<file path="src/rtl/twiddle_addr_gen_pkg.sv">
// rtl/twiddle_addr_gen_pkg.sv - shared FFT sizing parameters and twiddle address helpers
// Purpose : single home for DATA_WIDTH / LOG2N defaults and the twiddle exponent math.
// Contents: DATA_WIDTH, LOG2N, STAGE_MAX, JW; clamp_stage(), twiddle_exp().
package twiddle_addr_gen_pkg;

  localparam int DATA_WIDTH = 16;
  localparam int LOG2N      = 5;
  localparam int STAGE_MAX  = LOG2N - 1;   // last valid stage index
  localparam int JW         = LOG2N - 1;   // butterfly counter / ROM address width

  // Out-of-range stage requests run as the final stage.
  function automatic logic [2:0] clamp_stage(input logic [2:0] s);
    return (s > 3'(STAGE_MAX)) ? 3'(STAGE_MAX) : s;
  endfunction

  // Exponent k = (j mod 2^s) << (JW - s): low s bits of j, left-justified.
  function automatic logic [JW-1:0] twiddle_exp(input logic [JW-1:0] j, input logic [2:0] s);
    logic [JW-1:0] mask;
    mask = JW'((32'd1 << s) - 32'd1);
    return (j & mask) << (3'(JW) - s);
  endfunction

endpackage

</file>
<file path="src/rtl/twiddle_addr_gen_pipe.sv">
// rtl/twiddle_addr_gen_pipe.sv - fixed-depth {valid,data} delay line
// Purpose : delays a valid flag and its payload by DEPTH cycles; payload holds when invalid.
// Ports   : clk, rst_n (async active-low), valid_i/data_i in, valid_o/data_o out.
module pipe_delay #(
  parameter int WIDTH = 64,
  parameter int DEPTH = 2
) (
  input  logic             clk,
  input  logic             rst_n,
  input  logic             valid_i,
  input  logic [WIDTH-1:0] data_i,
  output logic             valid_o,
  output logic [WIDTH-1:0] data_o
);

  logic [DEPTH-1:0] v_q;
  logic [WIDTH-1:0] d_q [DEPTH];

  always_ff @(posedge clk or negedge rst_n) begin
    if (!rst_n) begin
      v_q <= '0;
      for (int i = 0; i < DEPTH; i++) d_q[i] <= '0;
    end else begin
      v_q <= {v_q[DEPTH-2:0], valid_i};
      // Each stage only loads when a valid beat moves into it, so data_o
      // keeps the last delivered beat during gaps.
      if (valid_i) d_q[0] <= data_i;
      for (int i = 1; i < DEPTH; i++) begin
        if (v_q[i-1]) d_q[i] <= d_q[i-1];
      end
    end
  end

  assign valid_o = v_q[DEPTH-1];
  assign data_o  = d_q[DEPTH-1];

endmodule

</file>
<file path="src/rtl/twiddle_addr_gen.sv">
// rtl/twiddle_addr_gen.sv - per-stage FFT twiddle ROM address generator
// Purpose : walks 2^(LOG2N-1) butterflies of one stage, drives the twiddle ROM address
//           and delays the operand pair to line up with the 2-cycle ROM output.
// Ports   : clk, rst_n (async active-low); start, stage[2:0], in_valid, in_data in;
//           rom_en, rom_addr, out_valid, out_data, busy, done out.
module twiddle_addr_gen
  import twiddle_addr_gen_pkg::*;
#(
  parameter int DATA_WIDTH = twiddle_addr_gen_pkg::DATA_WIDTH,
  parameter int LOG2N      = twiddle_addr_gen_pkg::LOG2N
) (
  input  logic                    clk,
  input  logic                    rst_n,
  input  logic                    start,
  input  logic [2:0]              stage,
  input  logic                    in_valid,
  input  logic [4*DATA_WIDTH-1:0] in_data,
  output logic                    rom_en,
  output logic [LOG2N-2:0]        rom_addr,
  output logic                    out_valid,
  output logic [4*DATA_WIDTH-1:0] out_data,
  output logic                    busy,
  output logic                    done
);

  typedef enum logic [1:0] {
    S_IDLE  = 2'd0,
    S_RUN   = 2'd1,
    S_DRAIN = 2'd2,
    S_DONE  = 2'd3
  } state_t;

  localparam logic [LOG2N-2:0] J_LAST = '1;

  state_t          state_q, state_d;
  logic [LOG2N-2:0] j_q, j_d;
  logic [2:0]       stage_q, stage_d;
  logic             drain_q, drain_d;   // second DRAIN cycle marker
  logic             accept;

  always_ff @(posedge clk or negedge rst_n) begin
    if (!rst_n) begin
      state_q <= S_IDLE;
      j_q     <= '0;
      stage_q <= '0;
      drain_q <= 1'b0;
    end else begin
      state_q <= state_d;
      j_q     <= j_d;
      stage_q <= stage_d;
      drain_q <= drain_d;
    end
  end

  assign accept = (state_q == S_RUN) && in_valid;

  always_comb begin
    state_d  = state_q;
    j_d      = j_q;
    stage_d  = stage_q;
    drain_d  = drain_q;
    rom_en   = accept;
    rom_addr = accept ? twiddle_exp(j_q, stage_q) : '0;
    busy     = (state_q == S_RUN) || (state_q == S_DRAIN);
    done     = (state_q == S_DONE);
    case (state_q)
      S_IDLE: begin
        if (start) begin
          state_d = S_RUN;
          stage_d = clamp_stage(stage);
          j_d     = '0;
        end
      end
      S_RUN: begin
        if (accept) begin
          j_d = j_q + 1'b1;   // wraps to 0 after the last butterfly
          if (j_q == J_LAST) begin
            state_d = S_DRAIN;
            drain_d = 1'b0;
          end
        end
      end
      S_DRAIN: begin
        // Two cycles let the final beats clear the ROM-latency pipe.
        drain_d = 1'b1;
        if (drain_q) state_d = S_DONE;
      end
      S_DONE: state_d = S_IDLE;
      default: state_d = S_IDLE;
    endcase
  end

  pipe_delay #(
    .WIDTH(4*DATA_WIDTH),
    .DEPTH(2)
  ) u_pipe (
    .clk    (clk),
    .rst_n  (rst_n),
    .valid_i(accept),
    .data_i (in_data),
    .valid_o(out_valid),
    .data_o (out_data)
  );

endmodule

</file>
<file path="config.mk">
export PLATFORM = sky130hd
export DESIGN_NAME = twiddle_addr_gen
export DESIGN_NICKNAME = d
export VERILOG_FILES = /design/src/rtl/twiddle_addr_gen_pkg.sv /design/src/rtl/twiddle_addr_gen_pipe.sv /design/src/rtl/twiddle_addr_gen.sv
export SDC_FILE = /design/constraint.sdc
export NUM_CORES = 1
export LEC_CHECK = 0
export CAP_MARGIN = 20
export CORE_MARGIN = 1.5
export CORE_UTILIZATION = 45
export DETAILED_ROUTE_END_ITERATION = 10
export GPL_ROUTABILITY_DRIVEN = 0
export GPL_TIMING_DRIVEN = 0
export PLACE_DENSITY = 0.76
export SKIP_LAST_GASP = 1
export SYNTH_ARGS = -nofsm -noshare
export SYNTH_HDL_FRONTEND = slang
export SYNTH_SLANG_ARGS = --single-unit
</file>
<file path="constraint.sdc">
create_clock -name clk -period 2.3 [get_ports clk]
set_clock_uncertainty 0.1 [all_clocks]
set_input_delay 0.46 -clock clk [delete_from_list [all_inputs] [get_ports clk]]
set_output_delay 0.46 -clock clk [all_outputs]
set_load 0.02 [all_outputs]
</file>
==> After elaboration in Yosys (flattened, before gate mapping) <==
Index checks and enable logic that the tools add are counted.
{ "word_totals": {"input_bits": 71, "out_inout_bits": 72, "ff_bits": 140} }
{ "classes": {"add_sub_neg": 3, "n_reduce_logical": 9, "n_shift": 2, "muxes": 13, "magnitude_cmp": 1, "n_eq_ne": 8, "bitwise_logic": 1} }
{ "op_table": {"columns": ["operator", "count"], "rows": [
  ["$mux W4", 3],
  ["$mux W2", 4],
  ["$pmux W2 S4", 1],
  ["$pmux W4 S2", 1],
  ["$ne A2 B2 Y1 const B", 3],
  ["$reduce_and A3 Y1", 2],
  ["$add A4 B1 Y4 const B", 1],
  ["$and A4 B4 Y4", 1],
  ["$eq A2 B2 Y1 const B", 2],
  ["$eq A4 B4 Y1 const B", 1],
  ["$reduce_and A4 Y1", 1],
  ["$reduce_bool A2 Y1", 2],
  ["$shl A1 B3 Y4 const A", 1],
  ["$shl A4 B3 Y4", 1],
  ["$sub A4 B1 Y4 const B", 1],
  ["$gt A3 B3 Y1 const B", 1],
  ["$mux W3", 1],
  ["$sub A3 B3 Y3 const A", 1],
  ["$eq A2 B1 Y1 const B", 1],
  ["$logic_not A2 Y1", 1],
  ["$mux W1", 2],
  ["$ne A2 B1 Y1 const B", 1],
  ["$pmux W1 S2", 1],
  ["$reduce_and A2 Y1", 1],
  ["2 further kinds", 2]
]} }

==> Logic depth before layout (Yosys ltp) <==
Gate-level depths: netlist of run 1.
{ "logic_depth": {"ltp_word": 5, "ltp_mapped": 10} }

==> Cells and area by module <==
A second synthesis of run 1 with hierarchy kept.
{ "unflattened": {"cells_unflattened": 429, "area_unflattened_um2": 6720.2} }
{ "modules_own_cells": {"columns": ["mod", "area_per_inst_um2", "cells_per_inst", "seq_area_each_um2", "n_inst"], "rows": [
  ["pipe_delay", 5888.1, 336, 3253.1, 1],
  ["twiddle_addr_gen", 832.0, 93, 250.2, 1]
]} }

==> Worst setup path before layout of run 1 <==
OpenSTA, ideal clock, no wires.
{ "synth_path": {"path_type": "register to output", "start": "register stage_q[0]", "end": "output port rom_addr[2]", "stages_incl_launch_ff": 9, "arrival_ns": 2.110, "required_ns": 1.740, "setup_slack_ns": -0.370, "n_path_buf": 1, "path_cell_list": "dfrtp_1 -> buf_2 -> inv_1 -> ha_1 -> ha_1 -> inv_1 -> ha_1 -> o31a_1 -> a211oi_1"} }
{ "synth_via": {"elab_chain_len": 5, "word_cells_on_any_way": 6, "cone_classes": "2 x add/sub; 2 x shift; 1 x mux; 1 x bitwise"} }
{ "synth_rtl": {"columns": ["item", "line_no", "text"], "rows": [
  ["start, declared", "twiddle_addr_gen.sv:37", "logic [2:0] stage_q, stage_d;"],
  ["start signal, assigned", "twiddle_addr_gen.sv:50", "stage_q <= stage_d;"],
  ["$shl A1 B3 Y4", "twiddle_addr_gen_pkg.sv:19", "mask = JW'((32'd1 << s) - 32'd1);"],
  ["$sub A4 B1 Y4", "twiddle_addr_gen_pkg.sv:19", null],
  ["$and A4 B4 Y4", "twiddle_addr_gen_pkg.sv:20", "return (j & mask) << (3'(JW) - s);"],
  ["$shl A4 B3 Y4 *", "twiddle_addr_gen_pkg.sv:20", null],
  ["$mux W4 *", "twiddle_addr_gen.sv:63", "rom_addr = accept ? twiddle_exp(j_q, stage_q) : '0;"],
  ["end, declared", "twiddle_addr_gen.sv:19", "output logic [LOG2N-2:0] rom_addr,"]
]} }
Mark *: on every way between the ends. The rest lies on a longest branch, timed or not.

==> Worst setup path after layout of run 1 <==
{ "layout_path": {"start": "register stage_q[0]", "end": "output port rom_addr[3]"} }
Same word-level chain as after synthesis.

==> metrics, run 1 <==
status=finished with violations; failing checks=setup timing; total CTS buffers=17; synthesis-to-finish area growth=41.9%; metal3 WL=365 um; Routed met2 length=6230 um; fin crit period=2820 ps; Pint=8.74 mW; Final Setup Violations=5; sequential area share after synthesis=0.576; Max FO, Critical Path=3; Core ar.=13,200 um2; DR WL/cell=15.0 um; worst min path class=reg -> reg; Clock Latency Late Sink=410 ps; ANT nets after route=0; CP Launch Type=register; die height=119 um; Crit Path Category=reg -> out; GRT Total Usage=0.179; asr flop ratio synth=1.00; final hold vios=0; fin cells=798; ys flop type=dfrtp_1; VDD IR max=0.684 mV; DP HPWL=8310 um; Avg Cell Area, Syn=14.2 um2; initial antenna violation count=0; vias=3,772; CTS sink cnt=140; max incr delay on CP=470 ps; Cells after Synth=429; largest net degree at the start of global routing=76; nets=692; crit path max-delay cell type=or4b_4; Die Wd=119 um; clock buffer depth=2; synth warn=0; CP Data Required Time=1740 ps; Slew headroom=0.586; DRT Pass-1 Iters=4; sw frac=0.315; DRC=0; Detailed Route Iter0 Violations=114; CP dominant cell by count=ha_4; CTS H-tree depth=4; Worst-path clk slew=60 ps; mapped cell area=6080 um2; switching power summed over all nets=4.03 mW; WHS Path Cells=0; CP delay by family, top=simple AND/OR/NAND/NOR gates; Clk pwr share=0.207; GRT overflow=0; IO Port Bufs=142; final core occ=0.654; Period Utilization, post-route=1.23; Initial Utilization=0.461; critical path cell sequence=buf_6, inv_4, ha_4, ha_4, or4b_4, o21ai_2, a2111oi_2, o31a_1, buf_4; Worst Path Buf+Inv=3; Worst-Margin Slew=621 ps; Final WS setup=-520 ps; placed cell count=748; Post-synth EDFFs=0; Max-Cap Viols=0; sequential power share=0.339; R2R cell count=7; Mapped Nets=512; clock root buffer=clkbuf_16; Row Count=42; TritonCTS clock tree=yes; RSZ-0062 raised after global routing=yes; Yosys reg bits=140; Crit. path cell count=9; Worst Path Arrival=2260 ps; fmax=0.355 GHz; first-pass GRT wire length=19,800 um; vias per inst=4.73; Inserted Diodes=0; share of layout cells above drive strength 1=0.314; most frequent cells in the layout=dfrtp_1 (139), clkdlybuf4s50_1 (134), mux2_1 (89); Fill cells=1,000; met1 WL=5130 um; vias in the first global route=4,055; Setup TNS Final=-1340 ps; Max Used Layer=met4; Ports=143; Pleak=3.81 nW; PwrDens=1480 nW/um2; final WL=12,000 um; commonest non-fill, non-tap cell in the layout=dfrtp_1; crit end category=output port; area of the die=14,200 um2; Final Max Tran Viols=0; Comb pwr share=0.454; Cell variety after synth=34
## per-stage QoR
step                power, mW  hold slack [ps]  area [um2]  worst slack [ps]
CTS                      12.7              273        8480              -530
floorplan                7.84             64.4        6150             -16.5
global placement         9.59              250        7790             -4590
detailed placement       9.86              259        7820              -823
finish                   12.8              269        8630              -520
global route             13.5              282        8630              -622
## registers in the layout, summed over array words and instances (netlist names)
signal,cells
u_pipe.d_q,64
u_pipe.data_o,64
j_q,4
stage_q,3
state_q,2
u_pipe.v_q,2
drain_q,1
## routing by layer
layer  vias up  global-route usage
met5         -                   0
met1      1887               0.215
met2        89               0.310
met3        21              0.0398
li1       1775                   -
met4         0              0.0776
## repair_timing
item / 4_1_cts / 5_1_grt
hold buffers: 1 / 0
hold endpoints to repair: 65 / 0
setup endpoints to repair: 6 / 5
pin swaps: 0 / 5
resized for setup: 38 / 15
buffers inserted: 4 / 13
## path summary, 6_finish.rpt
check	startpoint	end	slack (ps)
hold / removal	u_pipe.v_q[0]$_DFF_PN0_	u_pipe.v_q[1]$_DFF_PN0_	270
max in group asynchronous	rst_n	state_q[0]$_DFFE_PN0P_	780
min in group asynchronous	rst_n	u_pipe.data_o[39]$_DFFE_PN0P_	530
setup / recovery	stage_q[0]$_DFFE_PN0P_	rom_addr[3]	-520
setup reg to reg	state_q[1]$_DFFE_PN0P_	u_pipe.d_q[99]$_DFFE_PN0P_	440
hold reg to reg	u_pipe.v_q[0]$_DFF_PN0_	u_pipe.v_q[1]$_DFF_PN0_	270
## worst register-to-register path, delay by kind of cell (launching register included)
| family | cells | cell delay, ps |
|---|---|---|
| DFF | 1 | 380 |
| muxes | 1 | 350 |
| and+or+nand+nor | 1 | 170 |
| adders and majority gates | 1 | 170 |
| buffers and inverters | 4 | 570 |
## power by group through the flow
stage | clock network (mW) | logic, mW | registers, mW
2_1_floorplan | 0 | 3.67 | 4.17
3_3_place_gp | 0 | 5.31 | 4.28
3_5_place_dp | 0 | 5.47 | 4.39
4_1_cts | 2.71 | 5.63 | 4.35
5_1_grt | 2.82 | 6.22 | 4.51
6_report | 2.64 | 5.80 | 4.34
## kinds of logic after synthesis
kind of cell | after synthesis | share of synthesized area
and+or+nand+nor | 34 | 0.0323
buffers and inverters | 88 | 0.0990
DFF | 140 | 0.576
muxes | 131 | 0.242
AOI/OAI and AO/OA | 23 | 0.0237
xor gates and xnor gates | 1 | 0.00144
adders and majority gates | 12 | 0.0247
## synthesized netlist by cell type, types with 2 or more instances
cell	number	area, um2
dfrtp_1	140	3500
mux2_1	89	1000
buf_4	69	518
mux2_2	41	462
ha_1	12	150
nand2_1	11	41.3
buf_2	10	50.1
inv_1	8	30.0
o21ai_1	6	30.0
a21oi_1	5	25.0
nand2b_1	5	31.3
o21ai_0	4	20.0
nor2_1	3	11.3
a22o_1	2	17.5
and3_1	2	12.5
nor3_1	2	10.0
nor3b_1	2	15.0
o31a_1	2	17.5
## area by class of cell
cell class | instances | area (um2) | area share
timing repair buffer | 161 | 1590 | 0.184
buffer | 79 | 599 | 0.0695
clock buffer | 22 | 464 | 0.0538
tap | 176 | 220 | 0.0255
multi-input combinational | 201 | 2100 | 0.243
sequential | 140 | 3500 | 0.406
inverter | 9 | 36.3 | 0.00421
clock inverter | 10 | 115 | 0.0133
(Power assumes the default switching activity.)
==> run 2, diff against run 1 <==
--- a/config.mk
+++ b/config.mk
@@ -12,6 +12,7 @@
 export GPL_ROUTABILITY_DRIVEN = 0
 export GPL_TIMING_DRIVEN = 0
 export PLACE_DENSITY = 0.76
+export SKIP_CTS_REPAIR_TIMING = 1
 export SKIP_LAST_GASP = 1
 export SYNTH_ARGS = -nofsm -noshare
 export SYNTH_HDL_FRONTEND = slang
==> run 2 against run 1 <==
Against the previous run: cell count shrank 0.63%; highest routed layer unchanged; fmax shrank 2.0%; non-clock buffer count shrank 5; sequential share of layout area grew 0.29 points; critical path type unchanged; global-route usage shrank 0.22 points; wire length shrank 0.10%; count of clock-buffer cells in the layout is the same; the flow still finishes with violations (setup timing); critical endpoint unchanged; combinational power shrank 2%; register-to-register slack lost 20 ps.
==> metrics, run 2 (synthesis results as in run 1) <==
crit path max-delay cell type=or4b_4 (unchanged); Period Utilization, post-route=1.25 (was 1.23); DR WL/cell=15.1 um (was 15.0 um); worst min path class=reg -> reg (unchanged); VDD IR max=0.668 mV (was 0.684 mV); Final Max Tran Viols=0 (unchanged); Fill cells=1,000 (unchanged); initial antenna violation count=0 (unchanged); fmax=0.347 GHz (was 0.355 GHz); Cell Area, Placed=7820 um2 (unchanged); CTS sink cnt=140 (unchanged); Max FO, Critical Path=4 (was 3); CTS H-tree depth=4 (unchanged); area of the die=14,200 um2 (unchanged); fin crit period=2880 ps (was 2820 ps); clock buffer depth=2 (unchanged); Worst-path clk slew=60 ps (about the same); DRT Pass-1 Iters=4 (unchanged); vias in the first global route=4,027 (was 4,055); synthesis-to-finish area growth=40.9% (was 41.9%); GRT overflow=0 (unchanged); final WL=12,000 um (about the same); Die Wd=119 um (unchanged); Pleak=3.79 nW (was 3.81 nW); CP Launch Type=register (unchanged); Worst-Margin Slew=615 ps (was 621 ps); CP Data Required Time=1740 ps (about the same); final hold vios=0 (unchanged); DRC=0 (unchanged); die height=119 um (unchanged); Core ar.=13,200 um2 (unchanged); PwrDens=1480 nW/um2 (about the same); Tot Pwr=12.7 mW (was 12.8 mW); RSZ-0062 raised after global routing=yes (unchanged); DP HPWL=8310 um (unchanged); Inserted Diodes=0 (unchanged); Hold Worst Slack=269 ps (about the same); Slew headroom=0.590 (was 0.586); Initial Utilization=0.461 (unchanged); Ports=143 (unchanged); GRT Total Usage=0.177 (was 0.179); Detailed Route Iter0 Violations=124 (was 114); CP dominant cell by count=ha_4 (unchanged); Clock Latency Late Sink=410 ps (about the same); largest net degree at the start of global routing=76 (unchanged); clock root buffer=clkbuf_16 (unchanged); max incr delay on CP=480 ps (was 470 ps); most frequent cells in the layout=dfrtp_1 (139), clkdlybuf4s50_1 (134), mux2_1 (89) (unchanged); Row Count=42 (unchanged); Crit Path Category=reg -> out (unchanged); status=finished with violations (unchanged); Final Setup Violations=4 (was 5); Final WS setup=-578 ps (was -520 ps); share of layout cells above drive strength 1=0.308 (was 0.314); failing checks=setup timing (unchanged); pre-CTS setup slack=-823 ps (unchanged); Max-Cap Viols=0 (unchanged); critical path cell sequence=buf_6, inv_4, ha_4, ha_4, or4b_4, o21ai_2, a2111oi_2, o31a_1, buf_4 (unchanged); nets=687 (was 692); vias=3,766 (was 3,772); commonest non-fill, non-tap cell in the layout=dfrtp_1 (unchanged); IO Port Bufs=142 (unchanged); Worst Path Arrival=2320 ps (was 2260 ps); ANT nets after route=0 (unchanged); first-pass GRT wire length=19,600 um (was 19,800 um); vias per inst=4.75 (was 4.73); Finished Cell Area=8560 um2 (was 8630 um2); TritonCTS clock tree=yes (unchanged); total CTS buffers=17 (unchanged); crit end category=output port (unchanged)
-- run 2: routing by layer --
layer | part of all wire | track usage | vias up
met5 | 0 | 0 | -
met4 | 0.021 | 0.0776 | 0
met3 | 0.032 | 0.0398 | 21
met2 | 0.52 | 0.306 | 90
met1 | 0.42 | 0.213 | 1886
li1 | - | - | 1769
-- run 2: path summary, 6_finish.rpt --
path	cells past startpoint	endpoint	start	slack, ps
worst max register to register	7	u_pipe.d_q[99]$_DFFE_PN0P_	state_q[1]$_DFFE_PN0P_	420
min in group asynchronous	2	u_pipe.d_q[110]$_DFFE_PN0P_	rst_n	530
worst max-delay path	9	rom_addr[3]	stage_q[0]$_DFFE_PN0P_	-580
worst min register to register	0	u_pipe.v_q[1]$_DFF_PN0_	u_pipe.v_q[0]$_DFF_PN0_	270
max in group asynchronous	3	state_q[0]$_DFFE_PN0P_	rst_n	780
worst min-delay path	0	u_pipe.v_q[1]$_DFF_PN0_	u_pipe.v_q[0]$_DFF_PN0_	270
-- run 2: metrics by stage --
step	util	std cells	setup TNS (ps)
after detailed placement	0.593	748	-3870
after CTS	0.637	780	-5220
after global routing	0.649	793	-1920
final	0.649	793	-1540
after floorplan	-	429	-16.5
after global placement	0.590	747	-644690
-- run 2: layout make-up --
class / count / area (um2) / share of cell area
sequential: 140 / 3500 / 0.409
multi-input combinational: 201 / 2090 / 0.244
timing repair buffer: 156 / 1550 / 0.181
buffer: 79 / 591 / 0.0690
clock buffer: 22 / 464 / 0.0542
tap: 176 / 220 / 0.0257
clock inverter: 10 / 115 / 0.0134
inverter: 9 / 36.3 / 0.00424
-- run 2: power breakdown --
part,switching [mW],internal [mW],leakage [nW]
Combinational,2.40,3.31,1.83
Sequential,0.632,3.72,1.68
Clock,0.991,1.65,0.277
Total,4.02,8.68,3.79
-- run 2: critical path: cells and delay by family, from the launching register on --
family / cells / cell delay [ps]
flip-flops: 1 / 390
AO/OA/AOI/OAI: 3 / 400
buffers and inverters: 3 / 340
AND/OR/NAND/NOR: 1 / 480
adder cells (fa/ha/maj): 2 / 310
